[src/rtl/pc_fetch_unit_if.sv]
// pc_fetch_unit_if: instruction-memory fetch handshake
//   req   fetch request, held until ready
//   addr  fetch address
//   ready memory returns rdata this cycle
//   rdata fetched instruction word
interface pc_fetch_unit_if;
  logic        req;
  logic [31:0] addr;
  logic        ready;
  logic [31:0] rdata;
  modport master (output req, addr, input ready, rdata);
  modport slave (input req, addr, output ready, rdata);
endinterface

[src/rtl/pc_fetch_unit.sv]
// pc_fetch_unit: program counter and instruction fetch for the MIPS core
//   clk/rst            clock, synchronous active-low reset
//   imem               fetch handshake to instruction memory (master)
//   instr/opcode/func  latched instruction and its fields for the controller
//   instr_valid        instruction is stable and executing
//   exec_done          last execute cycle; pc_src/pc_jump/jump_sel/branch_imm/jr_addr sampled then
//   pc/pc_plus4        current instruction address and its successor
//   misalign_err       sticky flag: a computed next pc was not word-aligned
//   retired_count      number of completed instructions
module pc_fetch_unit #(
  parameter logic [31:0] RESET_PC = 32'h0000_0000
) (
  input  logic               clk,
  input  logic               rst,
  pc_fetch_unit_if.master    imem,
  output logic [31:0]        instr,
  output logic [5:0]         opcode,
  output logic [5:0]         func,
  output logic               instr_valid,
  input  logic               exec_done,
  input  logic               pc_src,
  input  logic               pc_jump,
  input  logic               jump_sel,
  input  logic [31:0]        branch_imm,
  input  logic [31:0]        jr_addr,
  output logic [31:0]        pc,
  output logic [31:0]        pc_plus4,
  output logic               misalign_err,
  output logic [31:0]        retired_count
);
  typedef enum logic [1:0] {IDLE, FETCH, ISSUE, ERROR} state_t;
  state_t state, state_nx;
  logic [31:0] next_pc;
  logic retire;
  assign pc_plus4 = pc + 32'd4;
  assign opcode = instr[31:26];
  assign func = instr[5:0];
  assign imem.addr = pc;
  assign retire = (state == ISSUE) && exec_done;
  // jumps outrank branches; J-type keeps the top nibble of pc+4
  assign next_pc = pc_jump ? (jump_sel ? {pc_plus4[31:28], instr[25:0], 2'b00} : jr_addr)
                 : pc_src ? pc_plus4 + (branch_imm << 2) : pc_plus4;
  always_comb begin
    state_nx = state;
    imem.req = 1'b0;
    instr_valid = 1'b0;
    imem.req = state == FETCH;
    instr_valid = state == ISSUE;
    state_nx = state == IDLE  ? FETCH
             : state == FETCH ? (imem.ready ? ISSUE : FETCH)
             : state == ISSUE ? (exec_done ? ((|next_pc[1:0]) ? ERROR : FETCH) : ISSUE)
             : ERROR;
  end
  always_ff @(posedge clk) begin
    if (!rst) begin
      state <= IDLE;
      pc <= RESET_PC;
      instr <= 32'h0;
      retired_count <= 32'h0;
      misalign_err <= 1'b0;
    end else begin
      state <= state_nx;
      if (state == FETCH && imem.ready) instr <= imem.rdata;
      if (retire) retired_count <= retired_count + 32'd1;
      // a misaligned target is not committed; pc keeps the faulting instruction
      if (retire && (|next_pc[1:0])) misalign_err <= 1'b1;
      if (retire && !(|next_pc[1:0])) pc <= next_pc;
    end
  end
endmodule

[src/flat_wrapper.sv]
// flat-port wrapper written by rule: the top's interface ports become plain ports
module pc_fetch_unit_flat 
#(
  parameter logic [31:0] RESET_PC = 32'h0000_0000
)
  (clk, rst, instr, opcode, func, instr_valid, exec_done, pc_src, pc_jump, jump_sel, branch_imm, jr_addr, pc, pc_plus4, misalign_err, retired_count, imem_req, imem_addr, imem_ready, imem_rdata);
  pc_fetch_unit_if imem_i ();
  input  logic clk;
  input  logic rst;
  output logic [31:0] instr;
  output logic [5:0] opcode;
  output logic [5:0] func;
  output logic instr_valid;
  input  logic exec_done;
  input  logic pc_src;
  input  logic pc_jump;
  input  logic jump_sel;
  input  logic [31:0] branch_imm;
  input  logic [31:0] jr_addr;
  output logic [31:0] pc;
  output logic [31:0] pc_plus4;
  output logic misalign_err;
  output logic [31:0] retired_count;
  output wire logic [$bits(imem_i.req)-1:0] imem_req;
  output wire logic [$bits(imem_i.addr)-1:0] imem_addr;
  input wire logic [$bits(imem_i.ready)-1:0] imem_ready;
  input wire logic [$bits(imem_i.rdata)-1:0] imem_rdata;
  assign imem_req = imem_i.req;
  assign imem_addr = imem_i.addr;
  assign imem_i.ready = imem_ready;
  assign imem_i.rdata = imem_rdata;
  pc_fetch_unit #(.RESET_PC(RESET_PC)) u_core (.clk(clk), .rst(rst), .imem(imem_i), .instr(instr), .opcode(opcode), .func(func), .instr_valid(instr_valid), .exec_done(exec_done), .pc_src(pc_src), .pc_jump(pc_jump), .jump_sel(jump_sel), .branch_imm(branch_imm), .jr_addr(jr_addr), .pc(pc), .pc_plus4(pc_plus4), .misalign_err(misalign_err), .retired_count(retired_count));
endmodule
[config.mk]
export PLATFORM = sky130hd
export DESIGN_NAME = pc_fetch_unit_flat
export DESIGN_NICKNAME = d
export VERILOG_FILES = /design/src/rtl/pc_fetch_unit_if.sv /design/src/rtl/pc_fetch_unit.sv /design/src/flat_wrapper.sv
export SDC_FILE = /design/constraint.sdc
export NUM_CORES = 1
export LEC_CHECK = 0
export CORE_AREA = 2 2 137 139
export DETAILED_ROUTE_END_ITERATION = 16
export DIE_AREA = 0 0 139 141
export PLACE_DENSITY = 0.76
export SLEW_MARGIN = 20
export SYNTH_ARGS = -nofsm -noshare
export SYNTH_HDL_FRONTEND = slang
export SYNTH_SLANG_ARGS = --single-unit
[constraint.sdc]
create_clock -name clk -period 3.5 [get_ports clk]
set_clock_uncertainty 0.05 [all_clocks]
set_input_delay 0.35 -clock clk [delete_from_list [all_inputs] [get_ports clk]]
set_output_delay 0.35 -clock clk [all_outputs]
set_load 0.01 [all_outputs]
==> run summary, run 1 <==
status: finished, violations left
violated checks: setup timing
critical path type: register to register
CTS Root Cell: clkbuf_16
Hold WS: 303 ps
Primary FF master, synth: dfxtp_1
IO Port Bufs: 275
final std cells w/o fill: 1466
largest family of logic cells by synthesized area: simple AND/OR/NAND/NOR gates
cell count of the worst reg-to-reg path: 17
core outline area: 18300 um^2
P&R area growth vs syn: 60.0%
PD cells: 250 nW/um^2
Worst Path Arrival: 3810 ps
post-synthesis compound-gate area fraction: 21.2%
clk sinks: 99
slew of the pin with the lowest slew margin: 702 ps
MaxCap Viol Count: 0
VDD IR max: 223 uV
final weighted congestion in routability-driven placement: 0.980
DR pass1 iterations: 5
CP Capture Type: register
Leak Pwr: 4.64 nW
cell taking the most area after synthesis: dfxtp_1
Die Wd: 139 um
Starting DRT DRC Count: 428
Required @ worst endpoint: 3700 ps
share of the synthesized area in the top cell type: 27.7%
clk slew on worst S/H paths: 70 ps
hpwl dp: 19600 um
Rel. slew slack: 53.2%
NumNets Final: 1368
initial antenna violation count: 1
htree depth: 3
number of vias in the routed layout: 7755
Total Power Consumption: 2.87 mW
crit-path max FO: 6
Worst setup startpoint: u_core.imem.addr[3]
Sum Neg Setup Slack: -114 ps
Synth Area in Simple Gates: 23.4%
Slew Viols, Final: 0
fin crit period: 3610 ps
most frequent cells in the layout: clkdlybuf4s50_1, nand2_1, buf_4
drc violations: 0
min-delay worst type: input pin to register
Mapped Cells: 901
Synth async-reset ratio: 0%
Worst R2R Start: u_core.imem.addr[3]
Core Util, Final: 62.7%
setup violators final: 1
fmax: 277 MHz
Cell variety after synth: 61
Hold Path End: u_core.instr[17]
cts bufs inserted: 9
post-synthesis sequential area ratio: 27.7%
most common cell after layout, fill and taps aside: clkdlybuf4s50_1
mux contribution to synthesized area: 4.30%
Ant. Diodes: 0
share of cells above drive strength 1: 19.2%
final hold vios: 0
clock insertion delay at the later pin of the skew report: 340 ps
number of global-route vias before repair: 7244
nature of the critical path startpoint: register
Ports: 278
Placed Cells: 1437
RR Endpoint: u_core.imem.addr[31]
hold_buf cts: 0
EDFF count, synth: 0
row cnt: 50
period utilisation layout: 103%
Die ar.: 19600 um^2
#FFs+latches synth: 99
Max clock buf depth: 2
Mapped Area: 7150 um^2
reg-to-reg slack, setup: -110 ps
Post-Syn Nets: 1042
vias per cell: 5.29
Min-Delay Startpoint: rst
Post-Syn Area per Cell: 7.94 um^2
first-pass GRT wire length: 38800 um
CTS tree: built
gr usage total: 24.4%
Ys Warns: 0
Synth Area in Adders: 6.75%
Avg WL per Cell: 17.4 um
hold depth: 2
RSZ-0062 raised after global routing: true
chip height: 141 um
XOR/XNOR share of the synthesized area: 8.95%
synth top area cells: dfxtp_1, nand2_1, ha_1, xnor2_1, buf_4
Fillers: 1609
largest net degree at the start of global routing: 84
Starting Density: 39.2%
final wirelength: 25500 um
antenna viol nets, final: 0
grt total ovfl: 0
final worst-path setup slack: -114 ps
power breakdown:
group	switching [mW]	internal, mW	total [mW]
Clock	0.477	0.567	1.04
Sequential	0.0267	1.15	1.18
Combinational	0.302	0.341	0.643
Total	0.805	2.06	2.87
flip-flops by register name (all words and copies together), names as in the netlist:
signal,flops
u_core.imem.addr,32
u_core.instr,32
u_core.misalign_err,1
u_core.retired_count,32
u_core.state,2
stage by stage:
step                worst slack (ps)  cell area [um^2]
floorplan                      -59.5              7260
global placement                -104             10600
detailed placement              -170             10600
CTS                            -49.4             11000
global route                    -300             11400
finish                          -114             11400
synthesized netlist by cell type, types with 26 or more instances:
master / count
xnor2_1: 43
nand3_1: 29
and2_1: 26
nor2b_1: 31
dfxtp_1: 99
ha_1: 37
o21ai_0: 43
a21oi_1: 59
clkbuf_1: 37
a21boi_0: 43
nor2_1: 32
xor2_1: 27
buf_4: 47
nand2_1: 139
cell families after synthesis:
family          after synthesis
compound gates              231
flops                        99
simple gates                332
fa+ha+maj                    38
mux                          30
buf+inv                     100
xor+xnor                     71
worst max-delay path by stage:
stage | slack [ps] | end | cells after the start
after floorplan | -60 | u_core.imem.addr[31] | 16
after global placement | -100 | u_core.imem.addr[25] | 16
after detailed placement | -170 | u_core.imem.addr[31] | 17
after CTS | -50 | u_core.imem.addr[31] | 17
after global routing | -300 | u_core.imem.addr[31] | 18
final | -110 | u_core.imem.addr[31] | 17
metal layers:
metal  up-vias  wire [um]  track usage, %
li1       3786          -               -
met1      3665      11200            32.9
met3        26       1760            3.70
met5         -         11               0
met4         2        357            5.69
met2       276      12200            41.4
critical path: stages, from the launching register on:
cell,delay [ps]
dfxtp_4,370
ha_4,130
nand4_1,180
nor3_2,240
buf_4,140
nand4_1,110
buf_6,170
nand2b_1,150
xnor2_1,140
ha_1,360
buf_4,130
buf_4,110
nand4_1,170
nor2_2,190
or3_1,120
a31oi_1,70
or4_1,480
o31ai_1,210
cell type report:
cell class | count | area [um^2] | share of cell area (%)
multi-input combinational | 702 | 5090 | 44.5
clock inverter | 7 | 81.3 | 0.710
inverter | 12 | 45.0 | 0.393
timing repair buffer | 403 | 3710 | 32.4
tap | 234 | 293 | 2.56
sequential | 99 | 2000 | 17.5
clock buffer | 9 | 225 | 1.97
timing repair:
item / 4_1_cts / 5_1_grt
endpoints found under the hold margin: 0 / 0
buffers inserted: 6 / 8
pin swaps: 17 / 54
setup endpoints to repair: 6 / 9
gates resized for setup: 13 / 70
No activity file was read; power rests on OpenSTA's default activity.
==> run 2, diff against run 1 <==
--- a/config.mk
+++ b/config.mk
@@ -9,6 +9,7 @@
 export DETAILED_ROUTE_END_ITERATION = 16
 export DIE_AREA = 0 0 139 141
 export PLACE_DENSITY = 0.76
+export SKIP_CTS_REPAIR_TIMING = 1
 export SLEW_MARGIN = 20
 export SYNTH_ARGS = -nofsm -noshare
 export SYNTH_HDL_FRONTEND = slang
==> constraint.sdc (replaced) <==
create_clock -name clk -period 3.5 [get_ports clk]
set_clock_uncertainty 0.05 [all_clocks]
set_input_delay 0.7 -clock clk [delete_from_list [all_inputs] [get_ports clk]]
set_output_delay 0.7 -clock clk [all_outputs]
set_load 0.01 [all_outputs]
==> run 2 against run 1 <==
The flow still finishes with violations (setup timing). Register-to-register slack better by 90 ps. Non-clock buffer count is 3 higher. Global-route usage is 0.73 points lower. Fmax is 2.5% higher. Critical path type unchanged. Critical endpoint unchanged.
==> run summary, run 2 (synthesized netlist as in run 1, its figures left out) <==
NumNets Final: 1371
IO Port Bufs: 275
most common cell after layout, fill and taps aside: clkdlybuf4s50_1
reg-to-reg slack, setup: -20 ps
MaxCap Viol Count: 0
number of vias in the routed layout: 7662
antenna viol nets, final: 0
final hold vios: 0
Starting Density: 39.2%
number of global-route vias before repair: 7100
Required @ worst endpoint: 3710 ps
nature of the critical path startpoint: register
CP Capture Type: register
slew of the pin with the lowest slew margin: 778 ps
violated checks: setup timing
Comb power frac: 22.6%
RSZ-0062 raised after global routing: true
CP max-delay cell: or4_1
Placed Area: 10700 um^2
DR pass1 iterations: 5
status: finished, violations left
vias per cell: 5.21
sequential share of power: 41.5%
final wirelength: 25000 um
sw power: 0.831 mW
clk slew on worst S/H paths: 80 ps
Die Wd: 139 um
CTS tree: built
RR Endpoint: u_core.imem.addr[31]
crit-path max FO: 5
Ports: 278
worst path bufs/invs: 1
Starting DRT DRC Count: 322
P&R area growth vs syn: 58.6%
final weighted congestion in routability-driven placement: 0.989
stages on the worst setup path: 16
period utilisation layout: 101%
fmax: 284 MHz
Setup WS pre-CTS: -274 ps
switching share of power: 29.3%
Rel. slew slack: 48.1%
fin crit period: 3520 ps
clk sinks: 99
drc violations: 0
clock insertion delay at the later pin of the skew report: 350 ps
critical path, cell by cell: and4_4 > nor4b_4 > buf_4 > and4_4 > nand3_1 > xnor2_2 > ha_4 > a21o_1 > a21oi_2 > o21ai_2 > a21oi_2 > o21bai_4 > nand2_1 > a31oi_1 > or4_1 > o31ai_2
Worst Setup EP: u_core.imem.addr[31]
P_int: 2.01 mW
setup violators final: 1
initial antenna violation count: 1
hpwl dp: 19800 um
min-delay worst type: register to register
Worst R2R Start: u_core.imem.addr[3]
row cnt: 50
cell count of the worst reg-to-reg path: 16
Leak Pwr: 4.69 nW
Avg WL per Cell: 17.0 um
core outline area: 18300 um^2
cts bufs inserted: 9
Worst Path Arrival: 3740 ps
gr usage total: 23.7%
PD cells: 250 nW/um^2
Max clock buf depth: 2
share of cells above drive strength 1: 18.2%
most frequent cells in the layout: clkdlybuf4s50_1, nand2_1, buf_4
first-pass GRT wire length: 37600 um
final worst-path setup slack: -24.4 ps
CP delay by family, top: simple AND/OR/NAND/NOR gates
largest net degree at the start of global routing: 70
crit-path max cell delay: 500 ps
Slew Viols, Final: 0
Clk pwr share: 35.8%
grt total ovfl: 0
critical path type: register to register
VDD IR max: 182 uV
post-route cell area: 11300 um^2
Worst setup startpoint: u_core.imem.addr[3]
CTS Root Cell: clkbuf_16
chip height: 141 um
Die ar.: 19600 um^2
htree depth: 3
[run 2: worst min path at each step]
stage                    startpoint                    to  slack, ps  cells past startpoint
3_3_place_gp       u_core.instr[10]      u_core.instr[10]        420                      2
6_report           u_core.instr[26]      u_core.instr[26]        430                      2
3_5_place_dp       u_core.instr[26]      u_core.instr[26]        420                      2
5_1_grt            u_core.instr[11]      u_core.instr[11]        460                      2
4_1_cts            u_core.instr[26]      u_core.instr[26]        430                      2
2_1_floorplan  u_core.imem.addr[14]  u_core.imem.addr[14]        420                      2
[run 2: cell type report]
| type | count | area [um^2] |
|---|---|---|
| clock buffers | 9 | 225 |
| diodes | 1 | 2.50 |
| flip-flops and latches | 99 | 2000 |
| multi-input cells | 702 | 4940 |
| clock inverters | 7 | 81.3 |
| well taps | 234 | 293 |
| inverters | 12 | 45.0 |
| repair buffers | 406 | 3750 |
| fillers | 1621 | 6920 |
[run 2: metrics by stage]
step / cells / power [mW] / util [%] / setup TNS, ps / hold slack, ps
finish: 1470 / 2.84 / 62.1 / -24.4 / 429
global route: 1470 / 2.95 / 62.1 / -392 / 455
CTS: 1464 / 2.83 / 60.4 / -591 / 434
detailed placement: 1448 / 1.82 / 58.7 / -923 / 422
global placement: 1448 / 1.81 / 58.7 / -612 / 420
floorplan: 901 / 1.49 / - / -70.1 / 423
[run 2: routing by layer]
metal | routed length, um | track usage [%] | vias to the layer above | part of all wire (%)
met4 | 511 | 7.71 | 0 | 2.0
met1 | 11100 | 31.5 | 3581 | 45
met3 | 1510 | 4.14 | 38 | 6.0
li1 | - | - | 3791 | -
met5 | 0 | 0 | - | 0
met2 | 11800 | 39.2 | 252 | 47
[run 2: power groups by stage]
stage	clock (mW)	sequential [mW]	combinational, mW
3_5_place_dp	0	1.20	0.616
5_1_grt	1.08	1.18	0.691
6_report	1.02	1.18	0.642
3_3_place_gp	0	1.20	0.610
2_1_floorplan	0	1.21	0.279
4_1_cts	1.04	1.18	0.620
[run 2: tightest hold or removal path, cell delays in order, from the launching register on]
cell and delay [ps]:
dfxtp_1 320, nand2_1 50, a21boi_0 60
==> edit: new RTL, flow settings as in run 1 <==
Put one more register stage on the output `retired_count`, without a reset. The value now appears one clock later. The other outputs are not delayed to match.
--- a/src/rtl/pc_fetch_unit.sv
+++ b/src/rtl/pc_fetch_unit.sv
@@ -30,4 +30,6 @@
 );
   typedef enum logic [1:0] {IDLE, FETCH, ISSUE, ERROR} state_t;
+
+  logic [31:0] retired_count_s0;
   state_t state, state_nx;
   logic [31:0] next_pc;
@@ -57,10 +59,10 @@
       pc <= RESET_PC;
       instr <= 32'h0;
-      retired_count <= 32'h0;
+      retired_count_s0 <= 32'h0;
       misalign_err <= 1'b0;
     end else begin
       state <= state_nx;
       if (state == FETCH && imem.ready) instr <= imem.rdata;
-      if (retire) retired_count <= retired_count + 32'd1;
+      if (retire) retired_count_s0 <= retired_count_s0 + 32'd1;
       // a misaligned target is not committed; pc keeps the faulting instruction
       if (retire && (|next_pc[1:0])) misalign_err <= 1'b1;
@@ -68,4 +70,8 @@
     end
   end
+  always_ff @(posedge clk) begin
+    retired_count <= retired_count_s0;
+  end
+
 endmodule
 
Behaviour: not the same (Yosys sat finds a counterexample within 4 cycles, from zero or initial values and one cycle with rst low).
==> edit against run 1 <==
  * Total power is 34% higher
  * Global-route usage increased by 3.1 points
  * Utilization grew 2.1 points
  * Setup slack better by 190 ps
  * Sequential cell count increased by 32
  * Routed wire length up 8.1%
  * Design area up 3.4%
  * Largest cell class unchanged
  * Hold slack gained 15 ps
  * Clock power increased by 58%
  * Critical path type unchanged
  * Synthesized area grew 8.9%
  * Largest power group is now the clock network
==> edit: results (changes against run 1) <==
initial antenna violation count=0 (was 1); Worst VDD drop=0.000380 V (was 0.000223 V); hpwl dp=21.5 mm (was 19.6 mm); Layout fillers=1590 (was 1609); dpl ws=-62.2 ps (was -170 ps); hold crit path type=flop to flop (was input port to flop); synth cell count leaders=135 x nand2_1, 131 x dfxtp_1, 85 x a21oi_1 (was 139 x nand2_1, 99 x dfxtp_1, 59 x a21oi_1); routed via count=8098 (was 7755); H-tree levels=4 (was 3); first-pass GRT wire length=43.0 mm (was 38.8 mm); slowest stage delay, CP=380 ps (was 480 ps); Buffers on Ports=275 (unchanged); Worst-Margin Slew=681 ps (was 702 ps); top cells by area, synth=dfxtp_1 34%, nand2_1 6.5%, ha_1 5.9% (was dfxtp_1 28%, nand2_1 7.3%, ha_1 6.5%); Lkg Pwr=4.79 nW (was 4.64 nW); Clk Latency, worst-skew pair=410 ps (was 340 ps); syn_nets=1095 (was 1042); Iter 0 DRT Violations=596 (was 428); Total GRT Usage=27.5% (was 24.4%); Root Driver=clkbuf_16 (unchanged); vias in the first global route=7740 (was 7244); Pre-antenna DRT Iters=5 (unchanged); ys async rst share=0% (unchanged); status=completed (was finished, violations left); layout cell share with drive strength beyond 1=16.1% (was 19.2%); CTS Buf Count=17 (was 9); CP top delay family=compound AO/OA/AOI/OAI gates (was simple AND/OR/NAND/NOR gates); CP arrival=3720 ps (was 3810 ps); post-synthesis sequential area ratio=33.7% (was 27.7%); largest net degree at the start of global routing=41 (was 84); NumNets Final=1407 (was 1368); Max FO, Critical Path=4 (was 6); clk slew on worst S/H paths=60 ps; crit path max-delay cell type=o32ai_2 (was or4_1); diodes inserted=0 (unchanged); global placer's final weighted congestion=0.964 (was 0.980); Clock Path Buffers=2 (unchanged); Synth cell types=79 (was 61); drt total wl=27.5 mm (was 25.5 mm)
edit: cell count changes in the layout (fill, tap and decap cells not counted), sizes merged, moves of 11 or more:
cell and change:
inv +17, a21oi +27, buf -20, nor2 +52, a21boi -43, dfxtp +32, nor2b -24, and2 -22
xor2 +11
edit: where the power goes:
group | switching, mW | internal (mW) | total [mW]
clock | 0.710 | 0.926 | 1.64
combinational | 0.317 | 0.332 | 0.649
sequential | 0.0287 | 1.52 | 1.55
total | 1.06 | 2.78 | 3.83
edit: path summary, 6_finish.rpt:
path / startpoint / end / slack, ps / depth (start not counted)
worst min-delay path: u_core.retired_count_s0[22] / u_core.retired_count[22] / 320 / 0
worst min register to register: u_core.retired_count_s0[22] / u_core.retired_count[22] / 320 / 0
worst max-delay path: u_core.imem.addr[2] / u_core.imem.addr[24] / 70 / 15
worst max register to register: u_core.imem.addr[2] / u_core.imem.addr[24] / 70 / 15
edit: repair_timing:
action | CTS | global route
setup buffers | 0 | 2
gates resized for setup | 4 | 22
pin swaps | 0 | 9
setup endpoints to repair | 2 | 10
gates cloned | 0 | 0
edit: cell type report:
class	instances	area share, %
multi-input cells	707	39.8
repair buffers	384	30.1
flip-flops and latches	131	22.2
clock buffers	17	3.59
well taps	234	2.47
clock inverters	15	1.06
inverters	25	0.793
edit: cells by family (layout without fill, tap and decap cells):
| family | Yosys count | in the layout | synth area share (%) |
|---|---|---|---|
| compound gates | 224 | 224 | 18.8 |
| xor+xnor | 75 | 75 | 8.53 |
| fa+ha+maj | 38 | 38 | 6.20 |
| buf+inv | 116 | 441 | 7.95 |
| flops | 131 | 131 | 33.7 |
| mux | 29 | 29 | 3.89 |
| simple gates | 341 | 341 | 21.0 |
edit: through the flow:
step	std cells	area, µm²
after floorplan	954	7830
after global placement	1479	11100
after detailed placement	1479	11100
after CTS	1511	11700
after global routing	1513	11800
final	1513	11800
edit: per-layer routing:
| layer | vias up | routed length [µm] | global-route usage, % |
|---|---|---|---|
| li1 | 3958 | - | - |
| met1 | 3771 | 12000 | 37.6 |
| met2 | 347 | 12400 | 43.5 |
| met3 | 22 | 2740 | 7.91 |
| met4 | 0 | 329 | 5.85 |
| met5 | - | 0 | 0 |
